## src/rtl/tick_bcd_timer.sv

```systemverilog
// rtl/tick_bcd_timer.sv - slow-clock tick detector driving a BCD MM:SS timer
//
// Samples a divided slow clock as data in the i_clk domain, turns each rising
// edge into a one-cycle tick and counts ticks as MM:SS while in RUN.
//
// Ports:
//   i_clk, rst            system clock, synchronous active-high reset
//   i_tick_clk            slow square wave, asynchronous to i_clk
//   i_start/i_stop/i_clear single-cycle control requests (clear > stop > start)
//   o_sec_ones..o_min_tens BCD digits of the elapsed time
//   o_running             high while counting
//   o_tick / o_wrap       one-cycle pulses on each increment / rollover to 00:00
module tick_bcd_timer #(
  parameter int MIN_LIMIT   = 60,
  parameter int SYNC_STAGES = 2
) (
  input  logic       i_clk,
  input  logic       rst,
  input  logic       i_tick_clk,
  input  logic       i_start,
  input  logic       i_stop,
  input  logic       i_clear,
  output logic [3:0] o_sec_ones,
  output logic [3:0] o_sec_tens,
  output logic [3:0] o_min_ones,
  output logic [3:0] o_min_tens,
  output logic       o_running,
  output logic       o_tick,
  output logic       o_wrap
);

  typedef enum logic [1:0] {
    ST_IDLE  = 2'd0,
    ST_RUN   = 2'd1,
    ST_PAUSE = 2'd2
  } state_t;

  localparam int         MAX_MIN      = MIN_LIMIT - 1;
  localparam logic [3:0] MAX_MIN_TENS = 4'(MAX_MIN / 10);
  localparam logic [3:0] MAX_MIN_ONES = 4'(MAX_MIN % 10);

  logic [SYNC_STAGES-1:0] sync_q, sync_d;
  logic                   prev_q, prev_d;
  logic                   tick_int;

  state_t state_q, state_d;

  logic [3:0] sec_ones_q, sec_ones_d;
  logic [3:0] sec_tens_q, sec_tens_d;
  logic [3:0] min_ones_q, min_ones_d;
  logic [3:0] min_tens_q, min_tens_d;
  logic       running_q, running_d;
  logic       tick_q, tick_d;
  logic       wrap_q, wrap_d;

  logic count_en;
  logic min_at_max;

  // Synchronizer shifts toward the MSB; the MSB is the synchronized level.
  always_comb begin
    sync_d = {sync_q[SYNC_STAGES-2:0], i_tick_clk};
    prev_d = sync_q[SYNC_STAGES-1];
  end

  assign tick_int = sync_q[SYNC_STAGES-1] & ~prev_q;

  // Control FSM; a simultaneous start and stop resolves to stop.
  always_comb begin
    state_d = state_q;
    if (i_clear) begin
      state_d = ST_IDLE;
    end else if (i_stop) begin
      if (state_q == ST_RUN) state_d = ST_PAUSE;
    end else if (i_start) begin
      state_d = ST_RUN;
    end
    running_d = (state_d == ST_RUN);
  end

  // Counting uses the state before the edge, so a tick alongside a stop is
  // still taken and a tick alongside a start is not.
  assign count_en   = tick_int && (state_q == ST_RUN) && !i_clear;
  assign min_at_max = (min_tens_q == MAX_MIN_TENS) && (min_ones_q == MAX_MIN_ONES);

  always_comb begin
    sec_ones_d = sec_ones_q;
    sec_tens_d = sec_tens_q;
    min_ones_d = min_ones_q;
    min_tens_d = min_tens_q;
    tick_d     = 1'b0;
    wrap_d     = 1'b0;
    if (i_clear) begin
      sec_ones_d = 4'd0;
      sec_tens_d = 4'd0;
      min_ones_d = 4'd0;
      min_tens_d = 4'd0;
    end else if (count_en) begin
      tick_d = 1'b1;
      if (sec_ones_q != 4'd9) begin
        sec_ones_d = sec_ones_q + 4'd1;
      end else begin
        sec_ones_d = 4'd0;
        if (sec_tens_q != 4'd5) begin
          sec_tens_d = sec_tens_q + 4'd1;
        end else begin
          sec_tens_d = 4'd0;
          if (min_at_max) begin
            min_ones_d = 4'd0;
            min_tens_d = 4'd0;
            wrap_d     = 1'b1;
          end else if (min_ones_q == 4'd9) begin
            min_ones_d = 4'd0;
            min_tens_d = min_tens_q + 4'd1;
          end else begin
            min_ones_d = min_ones_q + 4'd1;
          end
        end
      end
    end
  end

  always_ff @(posedge i_clk) begin
    if (rst) begin
      sync_q     <= '0;
      prev_q     <= 1'b0;
      state_q    <= ST_IDLE;
      sec_ones_q <= 4'd0;
      sec_tens_q <= 4'd0;
      min_ones_q <= 4'd0;
      min_tens_q <= 4'd0;
      running_q  <= 1'b0;
      tick_q     <= 1'b0;
      wrap_q     <= 1'b0;
    end else begin
      sync_q     <= sync_d;
      prev_q     <= prev_d;
      state_q    <= state_d;
      sec_ones_q <= sec_ones_d;
      sec_tens_q <= sec_tens_d;
      min_ones_q <= min_ones_d;
      min_tens_q <= min_tens_d;
      running_q  <= running_d;
      tick_q     <= tick_d;
      wrap_q     <= wrap_d;
    end
  end

  assign o_sec_ones = sec_ones_q;
  assign o_sec_tens = sec_tens_q;
  assign o_min_ones = min_ones_q;
  assign o_min_tens = min_tens_q;
  assign o_running  = running_q;
  assign o_tick     = tick_q;
  assign o_wrap     = wrap_q;

endmodule

```

## config.mk

```make
export PLATFORM = sky130hd
export DESIGN_NAME = tick_bcd_timer
export DESIGN_NICKNAME = d
export VERILOG_FILES = /design/src/rtl/tick_bcd_timer.sv
export SDC_FILE = /design/constraint.sdc
export NUM_CORES = 1
export LEC_CHECK = 0
export ABC_CLOCK_PERIOD_IN_PS = 2700
export CORE_ASPECT_RATIO = 0.6
export CORE_MARGIN = 10
export CORE_UTILIZATION = 41
export DETAILED_ROUTE_END_ITERATION = 16
export PLACE_DENSITY = 0.68
export SYNTH_ARGS = -nofsm -noshare
export SYNTH_HDL_FRONTEND = slang
export SYNTH_SLANG_ARGS = --single-unit
```

## constraint.sdc

```tcl
create_clock -name i_clk -period 2.7 [get_ports i_clk]
set_input_delay 0.27 -clock i_clk [delete_from_list [all_inputs] [get_ports i_clk]]
set_output_delay 0.27 -clock i_clk [all_outputs]
set_load 0.05 [all_outputs]
```

==> results.sh, run 1 <==
export IMPL_status="complete, no violations"
export IMPL_cpPeakStageDelay_ps=870
export IMPL_totalWireLength_um=2680
export IMPL_clockBufferDepth=2
export IMPL_ys_seq_elements=24
export IMPL_max_freq_mhz=528
export IMPL_fin_tns_setup_ps=0
export IMPL_arrival_ps=1620
export IMPL_drcViolationCount=0
export IMPL_worst_pin_slew_ps=673
export IMPL_cts_tree="done"
export IMPL_cts_buffers=3
export IMPL_min_path_type="register to register"
export IMPL_grtUsageMet2=0.162
export IMPL_initial_utilization=0.440
export IMPL_syn2layout_area_growth_pct=29.9
export IMPL_r2r_cells=4
export IMPL_synth_top_cell_area_share=0.424
export IMPL_fp_row_count=14
export IMPL_cap_violations=0
export IMPL_hold_viol=0
export IMPL_synth_net_count=137
export IMPL_intPower_uw=565
export IMPL_slew_headroom=0.551
export IMPL_io_buffers=24
export IMPL_clk_pin_slew_ps=90
export IMPL_combPwrFrac=0.033
export IMPL_fin_crit_sh=0.702
export IMPL_path_max_fanout=7
export IMPL_p_sw_uw=130
export IMPL_rr_endpoint="o_min_tens[1]"
export IMPL_crit_type="register to output port"
export IMPL_ys_warn_count=0
export IMPL_cts_sinks=24
export IMPL_grt_use_total=0.101
export IMPL_top_usage_layer="met2"
export IMPL_crit_path_start="o_sec_ones[1]"
export IMPL_cp_depth=1
export IMPL_grt_max_degree=20
export IMPL_coreArea_um2=2570
export IMPL_use_met3=0.0508
export IMPL_slew_violations=0
export IMPL_yosys_area_top_type="dfxtp_1"
export IMPL_vias=1023
export IMPL_power_share_clock=0.452
export IMPL_cts_max_level=1
export IMPL_r2r_setup_slack_ps=950
export IMPL_grt_ovfl_total=0
export IMPL_gp_congestion=0.740
export IMPL_cpMaxStageDelayCell="clkdlybuf4s50_1"
export IMPL_critPathBufInv=1
export IMPL_fin_skew_ps=7.68
export IMPL_yosysSeqAreaShare=0.424
export IMPL_grt_pass1_vias=951
export IMPL_dp_hpwl_um=1970
export IMPL_r2r_start="state_q[0]"
export IMPL_power_leakage_uw=0.000508
export IMPL_worst_setup_path_end_kind="output port"
export IMPL_postRouteAntennaNets=0
export IMPL_dieWidth_um=87.8
export IMPL_synthFlopType="dfxtp_1"
export IMPL_grtUsageMet1=0.117
export IMPL_utilization=0.571
export IMPL_syn_avg_cell_area_um2=8.92
export IMPL_p_per_area_nw_per_um2=473
export IMPL_postCtsSetupBuffers=0
export IMPL_syn_area_um2=1130
export IMPL_cp_endpoint="o_sec_ones[1]"
export IMPL_cp_start_kind="register"
export IMPL_synth_edf_count=0
export IMPL_netlist_instances=127
export IMPL_path_delay_family="buffers and inverters"
export IMPL_finalSetupViolCount=0
export IMPL_hold_buffers=0
export IMPL_ctsResizeCount=0
export IMPL_ys_types=34
export IMPL_diodes=0
export IMPL_ys_async_sr_fraction=0
export IMPL_grt_pass1_wl_um=4220
export IMPL_drt_iter0_markers=69
export IMPL_dieArea_um2=5330
export IMPL_period_needed_ps=1890
export IMPL_antenna_found_initial=0
export IMPL_layout_drive_gt1_share=0.0592
export IMPL_peakVddDrop_v=0.000269
export IMPL_die_h_um=60.7
export IMPL_grt_setup_unrepaired="false"
export IMPL_firstDrtPassIters=4
export IMPL_insertion_delay_ps=270
export IMPL_wire_per_inst_um=14.6
export IMPL_vias_per_cell=5.56
export IMPL_critical_path_required_ps=2430
export IMPL_swShare=0.187
export IMPL_ios=25
export IMPL_ys_top_cells_by_area="dfxtp_1, a21oi_1, ha_1, or3_1, o21ai_0"
export IMPL_crit_chain="clkdlybuf4s50_1"
export IMPL_seq_power_share=0.515
export IMPL_cts_root_buffer="clkbuf_8"
export IMPL_nNetsFinal=163
==> power groups by stage <==
stage          sequential (uW)  clock, uW  combinational (uW)
3_5_place_dp               366          0                23.2
3_3_place_gp               366          0                22.4
2_1_floorplan              368          0                9.38
6_report                   358        314                23.2
4_1_cts                    358        318                23.4
5_1_grt                    358        339                25.7
==> cell families (layout without fill, tap and decap cells) <==
group                    count (synthesis)  in the layout  share of synthesized area
AND/OR/NAND/NOR                         54             54                      0.319
AO/OA/AOI/OAI                           30             30                      0.149
buffers and inverters                   13             38                     0.0475
flip-flops                              24             24                      0.424
XOR/XNOR                                 2              2                     0.0155
adder cells (fa/ha/maj)                  4              4                     0.0442
==> synthesized netlist by cell type, drive strengths merged (3+ instances only) <==
library cell / instances
dfxtp: 24
o21ai: 8
inv: 9
nand3: 3
nor2: 6
ha: 4
or4: 4
nand4: 6
nor2b: 6
nand2: 9
or3: 7
a21oi: 15
==> area by class of cell <==
class,instances,area [um^2]
well taps,32,40.0
repair buffers,25,248
flip-flops and latches,24,480
multi-input cells,90,598
inverters,9,33.8
clock inverters,1,30.0
fillers,235,1100
clock buffers,3,41.3
==> registers in the layout (all words and copies together) (netlist names) <==
signal,cells
sync_q,2
state_q,2
o_tick,1
o_min_tens,4
prev_q,1
o_sec_tens,4
o_min_ones,4
o_running,1
o_sec_ones,4
o_wrap,1
==> worst reg2reg max path: stages (launching register included) <==
cell and delay (ps):
dfxtp_1 390, and4bb_1 470, nand4_4 220, or4_1 440, a21oi_1 160
==> per-layer routing <==
| metal | part of all wire | routed length [um] | up-vias |
|---|---|---|---|
| li1 | - | - | 504 |
| met1 | 0.47 | 1250 | 483 |
| met2 | 0.44 | 1170 | 32 |
| met3 | 0.090 | 241 | 4 |
| met4 | 0.0071 | 19 | 0 |
| met5 | 0 | 0 | - |
==> worst min path at each step <==
stage / end / slack (ps) / depth (start not counted) / start
finish: sync_q[1] / 450 / 1 / sync_q[0]
global route: sync_q[1] / 470 / 1 / sync_q[0]
CTS: sync_q[1] / 460 / 1 / sync_q[0]
detailed placement: sync_q[1] / 440 / 1 / sync_q[0]
global placement: sync_q[1] / 440 / 1 / sync_q[0]
floorplan: prev_q / 340 / 1 / rst
==> cell usage in the layout, fill, tap and decap left out, types with 2 or more instances in the layout <==
cell type | Yosys | routed
and3b_1 | 2 | 2
dfxtp_1 | 24 | 24
clkdlybuf4s50_1 | 0 | 24
nand3_1 | 3 | 3
inv_1 | 9 | 9
o31ai_1 | 2 | 2
or3_1 | 7 | 7
o21ai_0 | 8 | 8
or4_1 | 4 | 4
xor2_1 | 2 | 2
nand4_2 | 2 | 2
nand2_1 | 9 | 9
ha_1 | 4 | 4
nor3_1 | 2 | 2
clkbuf_8 | 0 | 3
nor2_1 | 6 | 6
a21oi_1 | 15 | 15
nor2b_1 | 6 | 6
and4bb_1 | 2 | 2
nand4_1 | 3 | 3
==> per-stage QoR <==
| step | instances | total power, uW | setup slack (ps) | hold WS (ps) | area, um^2 |
|---|---|---|---|---|---|
| floorplan | 127 | 377 | 893 | 342 | 1130 |
| CTS | 184 | 700 | 805 | 460 | 1470 |
| global route | 184 | 723 | 742 | 474 | 1470 |
| detailed placement | 180 | 390 | 754 | 440 | 1400 |
| global placement | 180 | 389 | 815 | 442 | 1400 |
| finish | 184 | 695 | 806 | 451 | 1470 |
Power figures use the tool's default switching activity.
==> run 2, diff against run 1 <==
--- a/config.mk
+++ b/config.mk
@@ -5,12 +5,12 @@
 export SDC_FILE = /design/constraint.sdc
 export NUM_CORES = 1
 export LEC_CHECK = 0
-export ABC_CLOCK_PERIOD_IN_PS = 2700
+export ABC_CLOCK_PERIOD_IN_PS = 1700
 export CORE_ASPECT_RATIO = 0.6
 export CORE_MARGIN = 10
 export CORE_UTILIZATION = 41
 export DETAILED_ROUTE_END_ITERATION = 16
-export PLACE_DENSITY = 0.68
+export PLACE_DENSITY = 0.71
 export SYNTH_ARGS = -nofsm -noshare
 export SYNTH_HDL_FRONTEND = slang
 export SYNTH_SLANG_ARGS = --single-unit
==> constraint.sdc (replaced) <==
create_clock -name i_clk -period 1.7 [get_ports i_clk]
set_input_delay 0.17 -clock i_clk [delete_from_list [all_inputs] [get_ports i_clk]]
set_output_delay 0.17 -clock i_clk [all_outputs]
set_load 0.05 [all_outputs]
==> run 2 against run 1 <==
Register-to-register slack worse by 840 ps. Critical path depth unchanged. Critical path type unchanged. Critical endpoint is now o_sec_ones[0]. Via count up 0.78%. Combinational power up 100%.
==> results.sh, run 2 (synthesized netlist as in run 1, its figures left out) <==
export IMPL_grt_ovfl_total=0
export IMPL_wire_per_inst_um=14.9
export IMPL_cts_sinks=24
export IMPL_period_needed_ps=1590
export IMPL_vias_per_cell=5.37
export IMPL_vias=1031
export IMPL_p_per_area_nw_per_um2=670
export IMPL_fillers=226
export IMPL_drcViolationCount=0
export IMPL_insertion_delay_ps=270
export IMPL_final_cells=192
export IMPL_antenna_found_initial=0
export IMPL_status="complete, no violations"
export IMPL_cpPeakStageDelay_ps=810
export IMPL_critPathBufInv=1
export IMPL_max_freq_mhz=627
export IMPL_dpl_cell_area_um2=1430
export IMPL_fp_row_count=14
export IMPL_r2r_start="state_q[0]"
export IMPL_dieArea_um2=5330
export IMPL_crit_type="register to output port"
export IMPL_die_h_um=60.7
export IMPL_fin_skew_ps=1.91
export IMPL_dieWidth_um=87.8
export IMPL_totalWireLength_um=2860
export IMPL_grt_pass1_vias=925
export IMPL_nNetsFinal=171
export IMPL_final_cell_mix="buf_4, dfxtp_1, a21oi_1"
export IMPL_crit_chain="clkdlybuf4s50_1"
export IMPL_cts_max_level=1
export IMPL_hold_buffers=0
export IMPL_cts_tree="done"
export IMPL_hold_depth=1
export IMPL_drt_iter0_markers=48
export IMPL_initial_utilization=0.440
export IMPL_final_area_um2=1500
export IMPL_worst_pin_slew_ps=506
export IMPL_clk_pin_slew_ps=80
export IMPL_ios=25
export IMPL_min_to="sync_q[1]"
export IMPL_power_leakage_uw=0.000583
export IMPL_hold_start="sync_q[0]"
export IMPL_slew_headroom=0.662
export IMPL_cp_start_kind="register"
export IMPL_final_common_cell="buf_4"
export IMPL_slew_violations=0
export IMPL_grt_setup_unrepaired="false"
export IMPL_r2r_setup_slack_ps=110
export IMPL_rr_endpoint="o_min_tens[0]"
export IMPL_firstDrtPassIters=4
export IMPL_cpMaxStageDelayCell="clkdlybuf4s50_1"
export IMPL_cts_root_buffer="clkbuf_8"
export IMPL_path_max_fanout=4
export IMPL_clockBufferDepth=2
export IMPL_critical_path_required_ps=1530
export IMPL_dp_hpwl_um=2030
export IMPL_postRouteAntennaNets=0
export IMPL_hold_viol=0
export IMPL_worst_setup_path_end_kind="output port"
export IMPL_coreArea_um2=2570
export IMPL_cap_violations=0
export IMPL_min_path_type="register to register"
export IMPL_grt_use_total=0.102
export IMPL_r2r_cells=4
export IMPL_gp_congestion=0.814
export IMPL_grt_pass1_wl_um=4320
export IMPL_arrival_ps=1420
export IMPL_syn2layout_area_growth_pct=32.8
export IMPL_grt_max_degree=19
export IMPL_path_delay_family="buffers and inverters"
export IMPL_placed_cells=186
export IMPL_finalSetupViolCount=0
export IMPL_peakVddDrop_v=0.000545
export IMPL_fin_tns_setup_ps=0
export IMPL_io_buffers=24
export IMPL_fin_crit_sh=0.938
export IMPL_layout_drive_gt1_share=0.250
export IMPL_cts_buffers=3
export IMPL_diodes=0
-- run 2: cell count changes in the layout (fill, tap and decap cells not counted) --
cell	change
dfxtp_2	+7
bufinv_16	-1
and4bb_1	-1
and4bb_2	+1
clkbuf_8	+1
clkdlybuf4s50_1	-15
buf_4	+21
buf_12	+1
nand4_2	+1
dfxtp_1	-7
-- run 2: layout make-up --
cell class                      count  area, um^2  share of cell area
Tap cell                           32        40.0              0.0266
Inverter                            9        33.8              0.0225
Multi-Input combinational cell     91         611               0.406
Clock buffer                        4        55.1              0.0366
Timing Repair Buffer               32         275               0.183
Sequential cell                    24         489               0.325
-- run 2: worst max path at each step --
stage | slack, ps | depth (start not counted) | start | end
4_1_cts | 50 | 4 | state_q[0] | o_min_tens[0]
3_3_place_gp | 60 | 6 | i_clear | o_min_tens[0]
3_5_place_dp | -20 | 6 | i_clear | o_min_tens[0]
5_1_grt | 20 | 4 | state_q[0] | o_sec_tens[2]
6_report | 110 | 1 | o_sec_ones[0] | o_sec_ones[0]
2_1_floorplan | 5 | 3 | o_min_tens[0] | o_min_tens[1]
-- run 2: per-layer routing --
metal,global-route usage,share of wire,vias up
li1,-,-,526
met1,0.137,0.50,483
met2,0.147,0.43,18
met3,0.0441,0.065,4
met4,0.0271,0.0066,0
met5,0,0,-
-- run 2: through the flow --
stage               hold WS [ps]  worst slack [ps]  utilization  power, uW
global route                 464              18.6        0.584       1050
CTS                          445              50.7        0.576       1020
floorplan                    242              4.90            -        599
global placement             416              57.7        0.555        627
finish                       447               105        0.584       1010
detailed placement           438             -15.2        0.555        628
-- run 2: where the power goes --
group,switching [uW],internal [uW]
clock network,186,207
logic,22.7,24.3
registers,2.30,566
-- run 2: repair_timing --
item                                    in CTS  in global routing
setup buffers                                0                  1
resized for setup                            0                  1
endpoints found under the setup margin       0                  6
